--- src/rtl/fifo_pkg.sv ---
// Shared sizing helpers for the sample FIFO family.
package fifo_pkg;

  // A level or pointer needs one extra bit so that "full" (DEPTH) is representable.
  localparam int unsigned PtrExtraBits = 1;

  localparam int unsigned DefDataSize = 12;
  localparam int unsigned DefAddrSize = 8;

  function automatic int unsigned fifo_depth(input int unsigned addr_size);
    return 32'd1 << addr_size;
  endfunction

  function automatic int unsigned level_width(input int unsigned addr_size);
    return addr_size + PtrExtraBits;
  endfunction

endpackage

--- src/rtl/sdp_ram.sv ---
// Simple dual-port RAM: one write port, one registered read port.
module sdp_ram
  import fifo_pkg::*;
#(
  parameter int unsigned DATA_SIZE = DefDataSize,
  parameter int unsigned ADDR_SIZE = DefAddrSize
) (
  input  logic                 clk_i,
  input  logic                 rst_i,
  input  logic                 we_i,
  input  logic [ADDR_SIZE-1:0] waddr_i,
  input  logic [DATA_SIZE-1:0] wdata_i,
  input  logic                 re_i,
  input  logic [ADDR_SIZE-1:0] raddr_i,
  output logic [DATA_SIZE-1:0] rdata_o
);

  localparam int unsigned DEPTH = fifo_depth(ADDR_SIZE);

  logic [DATA_SIZE-1:0] mem [DEPTH];
  logic [DATA_SIZE-1:0] rdata_q;

  // Storage array: no reset, contents survive reset and flush.
  always_ff @(posedge clk_i) begin
    if (we_i) begin
      mem[waddr_i] <= wdata_i;
    end
  end

  // Read register; reset so the FIFO output reads zero out of reset.
  always_ff @(posedge clk_i) begin
    if (rst_i) begin
      rdata_q <= '0;
    end else if (re_i) begin
      rdata_q <= mem[raddr_i];
    end
  end

  assign rdata_o = rdata_q;

endmodule

--- src/rtl/sync_fifo_flags.sv ---
// Single-clock sample FIFO with level, almost flags, sticky errors, flush and optional FWFT.
module sync_fifo_flags
  import fifo_pkg::*;
#(
  parameter int unsigned DATA_SIZE = DefDataSize,
  parameter int unsigned ADDR_SIZE = DefAddrSize,
  parameter bit          FWFT      = 1'b0
) (
  input  logic                 clk_i,
  input  logic                 rst_i,
  input  logic                 flush_i,
  input  logic                 w_inc_i,
  input  logic [DATA_SIZE-1:0] w_data_i,
  output logic                 w_full_o,
  output logic                 w_almost_full_o,
  input  logic                 r_inc_i,
  output logic [DATA_SIZE-1:0] r_data_o,
  output logic                 r_valid_o,
  output logic                 r_empty_o,
  output logic                 r_almost_empty_o,
  input  logic [ADDR_SIZE:0]   af_thresh_i,
  input  logic [ADDR_SIZE:0]   ae_thresh_i,
  output logic [ADDR_SIZE:0]   level_o,
  input  logic                 clr_err_i,
  output logic                 overflow_o,
  output logic                 underflow_o
);

  localparam int unsigned DEPTH = fifo_depth(ADDR_SIZE);
  localparam int unsigned LW    = level_width(ADDR_SIZE);
  localparam logic [LW-1:0] DepthLvl = LW'(DEPTH);
  localparam logic [LW-1:0] OneLvl   = LW'(1);

  logic [LW-1:0]        wptr_q, wptr_d, rptr_q, rptr_d, level_q, level_d, ram_count;
  logic                 full, empty, wr_en, rd_en, fetch, ram_re;
  logic                 rd_pend_q, rd_pend_d, rvld_q, rvld_d, fw_vld_q, fw_vld_d;
  logic                 ovf_q, ovf_d, unf_q, unf_d;
  logic [DATA_SIZE-1:0] ram_rdata, dout_q, dout_d;

  assign full      = (level_q == DepthLvl);
  // In FWFT mode only a presented word is readable; words still in RAM are not.
  assign empty     = FWFT ? ~fw_vld_q : (level_q == '0);
  // Words sitting in RAM that have not yet been fetched into the read register.
  assign ram_count = wptr_q - rptr_q;

  // Next-state: access acceptance, pointers, level, output pipeline and errors.
  always_comb begin
    wr_en     = w_inc_i & ~full & ~flush_i;
    rd_en     = r_inc_i & ~empty & ~flush_i;
    // FWFT prefetch: refill the read register whenever it is free or being popped.
    fetch     = FWFT & ~flush_i & (ram_count != '0) & (~fw_vld_q | rd_en);
    ram_re    = FWFT ? fetch : rd_en;

    wptr_d    = wptr_q;
    rptr_d    = rptr_q;
    level_d   = level_q;
    fw_vld_d  = FWFT & (fetch | (fw_vld_q & ~rd_en));
    rd_pend_d = ~FWFT & rd_en;
    rvld_d    = rd_pend_q & ~flush_i;
    dout_d    = (rd_pend_q & ~flush_i) ? ram_rdata : dout_q;

    if (flush_i) begin
      wptr_d   = '0;
      rptr_d   = '0;
      level_d  = '0;
      fw_vld_d = 1'b0;
    end else begin
      if (wr_en) wptr_d = wptr_q + OneLvl;
      if (ram_re) rptr_d = rptr_q + OneLvl;
      case ({wr_en, rd_en})
        2'b10:   level_d = level_q + OneLvl;
        2'b01:   level_d = level_q - OneLvl;
        default: level_d = level_q;
      endcase
    end

    // A new error event beats a clear in the same cycle; flushed accesses raise nothing.
    ovf_d = (ovf_q & ~clr_err_i) | (w_inc_i & full & ~flush_i);
    unf_d = (unf_q & ~clr_err_i) | (r_inc_i & empty & ~flush_i);
  end

  // State registers with synchronous reset.
  always_ff @(posedge clk_i) begin
    if (rst_i) begin
      wptr_q    <= '0;
      rptr_q    <= '0;
      level_q   <= '0;
      fw_vld_q  <= 1'b0;
      rd_pend_q <= 1'b0;
      rvld_q    <= 1'b0;
      dout_q    <= '0;
      ovf_q     <= 1'b0;
      unf_q     <= 1'b0;
    end else begin
      wptr_q    <= wptr_d;
      rptr_q    <= rptr_d;
      level_q   <= level_d;
      fw_vld_q  <= fw_vld_d;
      rd_pend_q <= rd_pend_d;
      rvld_q    <= rvld_d;
      dout_q    <= dout_d;
      ovf_q     <= ovf_d;
      unf_q     <= unf_d;
    end
  end

  sdp_ram #(
    .DATA_SIZE(DATA_SIZE),
    .ADDR_SIZE(ADDR_SIZE)
  ) u_ram (
    .clk_i  (clk_i),
    .rst_i  (rst_i),
    .we_i   (wr_en),
    .waddr_i(wptr_q[ADDR_SIZE-1:0]),
    .wdata_i(w_data_i),
    .re_i   (ram_re),
    .raddr_i(rptr_q[ADDR_SIZE-1:0]),
    .rdata_o(ram_rdata)
  );

  assign r_data_o         = FWFT ? ram_rdata : dout_q;
  assign r_valid_o        = FWFT ? fw_vld_q : rvld_q;
  assign r_empty_o        = empty;
  assign w_full_o         = full;
  assign w_almost_full_o  = (level_q >= af_thresh_i);
  assign r_almost_empty_o = (level_q <= ae_thresh_i);
  assign level_o          = level_q;
  assign overflow_o       = ovf_q;
  assign underflow_o      = unf_q;

endmodule

--- config.mk ---
export PLATFORM = sky130hd
export DESIGN_NAME = sync_fifo_flags
export DESIGN_NICKNAME = d
export VERILOG_FILES = /design/src/rtl/fifo_pkg.sv /design/src/rtl/sdp_ram.sv /design/src/rtl/sync_fifo_flags.sv
export SDC_FILE = /design/constraint.sdc
export NUM_CORES = 2
export LEC_CHECK = 0
export CORE_ASPECT_RATIO = 1.4
export CORE_MARGIN = 1
export CORE_UTILIZATION = 30
export DETAILED_ROUTE_END_ITERATION = 6
export PLACE_DENSITY = 0.48
export SETUP_SLACK_MARGIN = 0.3
export SLEW_MARGIN = 20
export SYNTH_ARGS = -nofsm -noshare
export SYNTH_HDL_FRONTEND = slang
export SYNTH_HIERARCHICAL = 1
export SYNTH_SLANG_ARGS = --single-unit
--- constraint.sdc ---
create_clock -name clk_i -period 3.2 [get_ports clk_i]
set_input_delay 0.8 -clock clk_i [delete_from_list [all_inputs] [get_ports clk_i]]
set_output_delay 0.8 -clock clk_i [all_outputs]
set_load 0.01 [all_outputs]
Yosys cells after proc, flatten, opt, wreduce, memory -nomap -nowiden:

Memories as Yosys holds them, arrays and structs flattened. A register that Yosys moved wholly into a read port is not among the register bits.
Index checks and enable logic that the tools add are counted.

* output and inout port bits: 28
* input bits: 36
* word-level logic and storage cells: 41
* register bits: 43
* memories kept: 1
* RAM bits: 3072

Memory list
* u_ram.mem: depth 256, bits a word 12, read ports 1, clocked after Yosys merged registers in 1, wr ports 1, line sdp_ram.sv:20 `logic [DATA_SIZE-1:0] mem [DEPTH];`

* equality and inequality tests: 3
* bitwise operators: 17
* add/sub/neg operators: 4
* magnitude comparators: 2
* reductions and logical operators: 3
* multiplexer cells: 3

Operators with widths (count)
* 9-bit by 1-bit adder with 9-bit output (second input constant): 3
* 9-bit one-hot mux with 2 select lines: 1
* 1-bit AND: 11
* 9-bit == test (second input constant): 1
* 9-bit >= comparator: 1
* 9-bit <= comparator: 1
* 9-bit logical NOT: 1
* 9-bit by 1-bit subtractor with 9-bit output (second input constant): 1
* 1-bit NOT: 4
* 2-bit by 1-bit == test with 1-bit output (second input constant): 1
* 2-bit == test (second input constant): 1
* 1-bit two-way mux: 2
* 1-bit bitwise OR: 2
* 2-bit nonzero test: 1
* 2-bit OR reduction: 1

Longest topological paths before layout:

* word-level depth: 6
* depth in mapped cells: 14
* gate-level depth less buffers: 10

Hierarchy:

Netlist, hierarchy kept.

By module, submodules not included
* sdp_ram: cells an instance 5698, instances 1, area each 119818.7 um^2
* sync_fifo_flags: cells an instance 293, instances 1, area each 2458.6 um^2

Least setup slack after synthesis:

OpenSTA, ideal clock, no wires.

* path kind: input port to flip-flop
* from: in flush_i
* to: mem u_ram/mem[234][0] (netlist name), enable pin
* cell stages on the path: 7
* path buffers: 3
* setup time: 0.380 ns
* data required time: 2.820 ns
* arrival: 2.775 ns
* slack: 0.044 ns
* path through: nand2b_1 > a31oi_4 > clkbuf_1 > buf_1 > nand3_1 > clkbuf_1 > nor2_1

* cells in the longest elaborated chain, start to end: 4

RTL lines
* start, declared: line sync_fifo_flags.sv:11 `input logic flush_i,`
* 1-bit NOT: line sync_fifo_flags.sv:48 `wr_en = w_inc_i & ~full & ~flush_i;`
* 1-bit AND: line sync_fifo_flags.sv:48
* via wr_en: line sync_fifo_flags.sv:35 `logic full, empty, wr_en, rd_en, fetch, ram_re;`
* 1-bit two-way mux: line sdp_ram.sv:25 `if (we_i) begin`
* 1-bit two-way mux (implied by the code): line sdp_ram.sv:26 `mem[waddr_i] <= wdata_i;`
* end, declared: line sdp_ram.sv:20

The timed path passes the listed nets, and every way through them passes these cells.

Worst setup path after layout:

* from: reg level_q[1] (netlist: level_o[1])
* to: out r_almost_empty_o

* cells in the longest elaborated chain, start to end: 1

RTL lines
* start, declared: line sync_fifo_flags.sv:34 `logic [LW-1:0] wptr_q, wptr_d, rptr_q, rptr_d, level_q, level_d, ram_count;`
* start signal, assigned: line sync_fifo_flags.sv:97 `level_q <= level_d;`
* 9-bit <= comparator: line sync_fifo_flags.sv:126 `assign r_almost_empty_o = (level_q <= ae_thresh_i);`
* end, declared: line sync_fifo_flags.sv:20 `output logic r_almost_empty_o,`

Every way passes these cells.

==> results.cfg <==
[status]
outcome = finished with violations
violations = design-rule violations

[setup_path]
path_class = reg -> out
crit_start = level_o[1]$_SDFFE_PP0P_
cp_max_fo = 2
startpoint_type = register
crit_arrival_ns = 2.38
crit_path_end_kind = output port
crit_required_ns = 2.40
r2r_start = rptr_q[0]$_SDFFE_PP0P_

[synthesis]
synth_flop_cell = edfxtp_1
syn-cell-area_um2 = 122300
synth_fp_nets = 6056
ys_seq_elements = 3125
seq_area_frac_synth_pct = 76.31
synthArstFlopShare_pct = 0
synthDistinctLibCells = 92
yosys_warnings = 6
synth_area_per_cell_um2 = 20.41
syn_inst = 5991
synth_edf_count = 3072

[global_route]
antenna_found_initial = 17
overflow = 0
grt_max_degree = 113
grt_usage_pct = 19.61
grt_pass1_wl_um = 558600
grt_pass1_vias = 67069

[job]
max_cap_viol_count = 0

[power]
power.density_nw_per_um2 = 528.2
p_sw_share_pct = 20.65
pwr-share-seq_pct = 55.9
switching_power_mw = 16.59
ir_worst_vdd_v = 0.0003844
pwr-share-comb_pct = 1.9
pwr-share-clk_pct = 42.2
p_int_mw = 63.77
power.leakage_nw = 46.88

[floorplanning]
start_util_pct = 30.10
core_area_um2 = 406200
die_x_um = 541.6
dieArea_um2 = 410200
die_h_um = 757.4
num_io_pins = 64
core.rowCount = 277

[clock_network]
clk_pin_slew_ns = 0.07
cts_made_buffers = 296
clk_path_buf_depth = 4
htreeDepth = 5
root_buffer = clkbuf_16
clock_latency_ns = 0.93
cts_sinks = 3125
cts_hold_buf = 0
cts_tree = done

[timing]
fin_crit_sh_pct = 99.25
fin_crit_ns = 3.176
hold_viol_final = 0
tightestPinTransition_ns = 1.127
relSlewSlack_pct = 24.59
rsz0062_at_grt = true
setup_ws_ns = 0.02407
max_freq_ghz = 0.3149
finalSetupTns_ns = 0
setup_viol = 0
slew_viol_final = 0
clock_skew_ns = 0.04291

[placed_design]
place_congestion = 0.8718
dp_hpwl_um = 278300
port_buffers = 63
preCtsSetupSlack_ns = -0.5839

[detailed_routing]
dr.pass1.iters = 7
avgViaCountPerCell = 5.140
routed_wl_um = 408800
wl_per_cell_um = 31.88
first_iter_violations = 6514
ant_nets = 0
vias = 65909
route.detailed.drc = 3

[finish]
area_growth_pct = 24.43
nets = 7234
layout-drive-gt1-share_pct = 34.13

[hold_path]
hold_class = in -> reg
hold_start = w_data_i[3]
stage by stage:
stage | hold WS [ns] | util, % | power [mW] | instances | instance area, um^2
6_report | 0.2992 | 37.46 | 80.36 | 12824 | 152100
5_1_grt | 0.3057 | 37.45 | 82.44 | 12816 | 152100
4_1_cts | 0.2677 | 37.28 | 81.08 | 12790 | 151400
3_5_place_dp | 0.4490 | 34.42 | 47.28 | 12170 | 139800
3_3_place_gp | 0.4526 | 34.42 | 47.23 | 12170 | 139800
2_1_floorplan | 0.4320 | - | 46.13 | 5991 | 122700
sequential cells by signal, indices dropped and copies added (netlist names):
name,flops
level_o,9
overflow_o,1
r_data_o,12
r_valid_o,1
rd_pend_q,1
rptr_q,8
u_ram/mem,3072
u_ram/rdata_o,12
underflow_o,1
wptr_q,8
cell type report:
cell class / instances / area, um^2
antenna: 9 / 22.52
clock buffer: 353 / 7770
clock inverter: 151 / 1204
fill: 37273 / 254000
inverter: 28 / 110.1
multi-input combinational: 2495 / 28070
sequential: 3125 / 93350
tap: 5440 / 6807
timing repair buffer: 1223 / 14810
power by group through the flow:
stage               sequential [mW]  combinational [mW]  clock (mW)
finish                         44.9                1.55        33.9
global route                   44.9                1.62        35.9
CTS                            44.9                1.55        34.6
detailed placement             45.8                1.48           0
global placement               45.8                1.43           0
floorplan                      45.8               0.312           0
synth_stat cells (15+ instances only):
library cell	instances	area (um^2)
buf_4	23	172.7
mux2i_1	405	4054
ha_1	28	350.3
mux4_1	44	1156
buf_1	16	60.06
edfxtp_1	3072	92250
nor3_1	19	95.09
inv_1	25	93.84
o21ai_0	62	310.3
a22oi_1	136	1021
a211oi_1	36	270.3
nor2_1	367	1378
dfxtp_1	53	1061
nor2b_1	20	125.1
buf_6	62	698.2
mux4_2	545	12270
buf_8	27	405.4
a221oi_1	15	131.4
o221ai_1	64	560.5
nand4_1	43	269.0
nand3_1	78	390.4
clkbuf_1	117	439.2
a21oi_1	103	515.5
buf_2	73	365.4
nand2_1	183	686.9
o22ai_1	111	694.4
placed cells by master (no fill, tap or decap), types with 19 or more instances in the layout:
cell type	count
nor2_4	32
buf_4	709
inv_1	19
nand3_2	19
clkbuf_16	304
clkinv_1	60
dfxtp_1	39
buf_16	27
mux4_1	27
mux4_2	562
clkbuf_1	50
o21ai_0	44
mux2i_1	393
a22oi_2	19
nand2_1	178
edfxtp_1	3072
buf_6	49
nand4_1	43
buf_8	23
buf_12	362
a211oi_1	23
nand3_1	59
nor2_2	99
o22ai_1	101
a21oi_1	85
nor2_1	236
a22oi_1	117
clkinv_2	48
o221ai_1	54
clkdlybuf4s50_1	42
path summary, 6_finish.rpt:
kind / to / slack [ns] / cells past startpoint
setup / recovery: r_almost_empty_o / 0.02 / 7
setup reg to reg: u_ram/rdata_o[8]$_SDFFE_PP0P_ / 0.04 / 8
hold / removal: u_ram/mem[164][3]$_DFFE_PP_ / 0.30 / 1
hold reg to reg: r_data_o[1]$_SDFFE_PP0P_ / 0.45 / 2
logic make-up (layout without fill, tap and decap cells):
kind of cell	count (synthesis)	count (layout)	synth area share (%)
AOI/OAI and AO/OA	644	644	3.706
xor gates and xnor gates	17	17	0.1218
DFF	3125	3125	76.31
muxes	1010	1010	14.45
adders and majority gates	29	29	0.3029
other	0	9	0
and+or+nand+nor	795	795	2.946
buffers and inverters	371	1755	2.161
metal layers:
metal  global-route usage (%)  vias up  share of wire [%]
met2                    35.50     2247                 52
met1                    23.24    35745                 38
met4                    8.638        8                5.0
met5                        0        -              0.014
met3                    2.365      611                5.1
li1                         -    27298                  -
repair_timing:
item,4_1_cts,5_1_grt
pin swaps,56,70
gates resized for setup,315,102
setup buffers,106,25
setup endpoints to repair,26,21
gates cloned,10,0
worst max-delay path, stage by stage (launching register included):
cell and delay, ns:
dfxtp_4 0.38, ha_4 0.20, nor2b_1 0.12, o21a_1 0.17
o21a_1 0.16, o21a_1 0.16, o21ai_1 0.14, buf_2 0.15
Power figures use the tool's default switching activity.
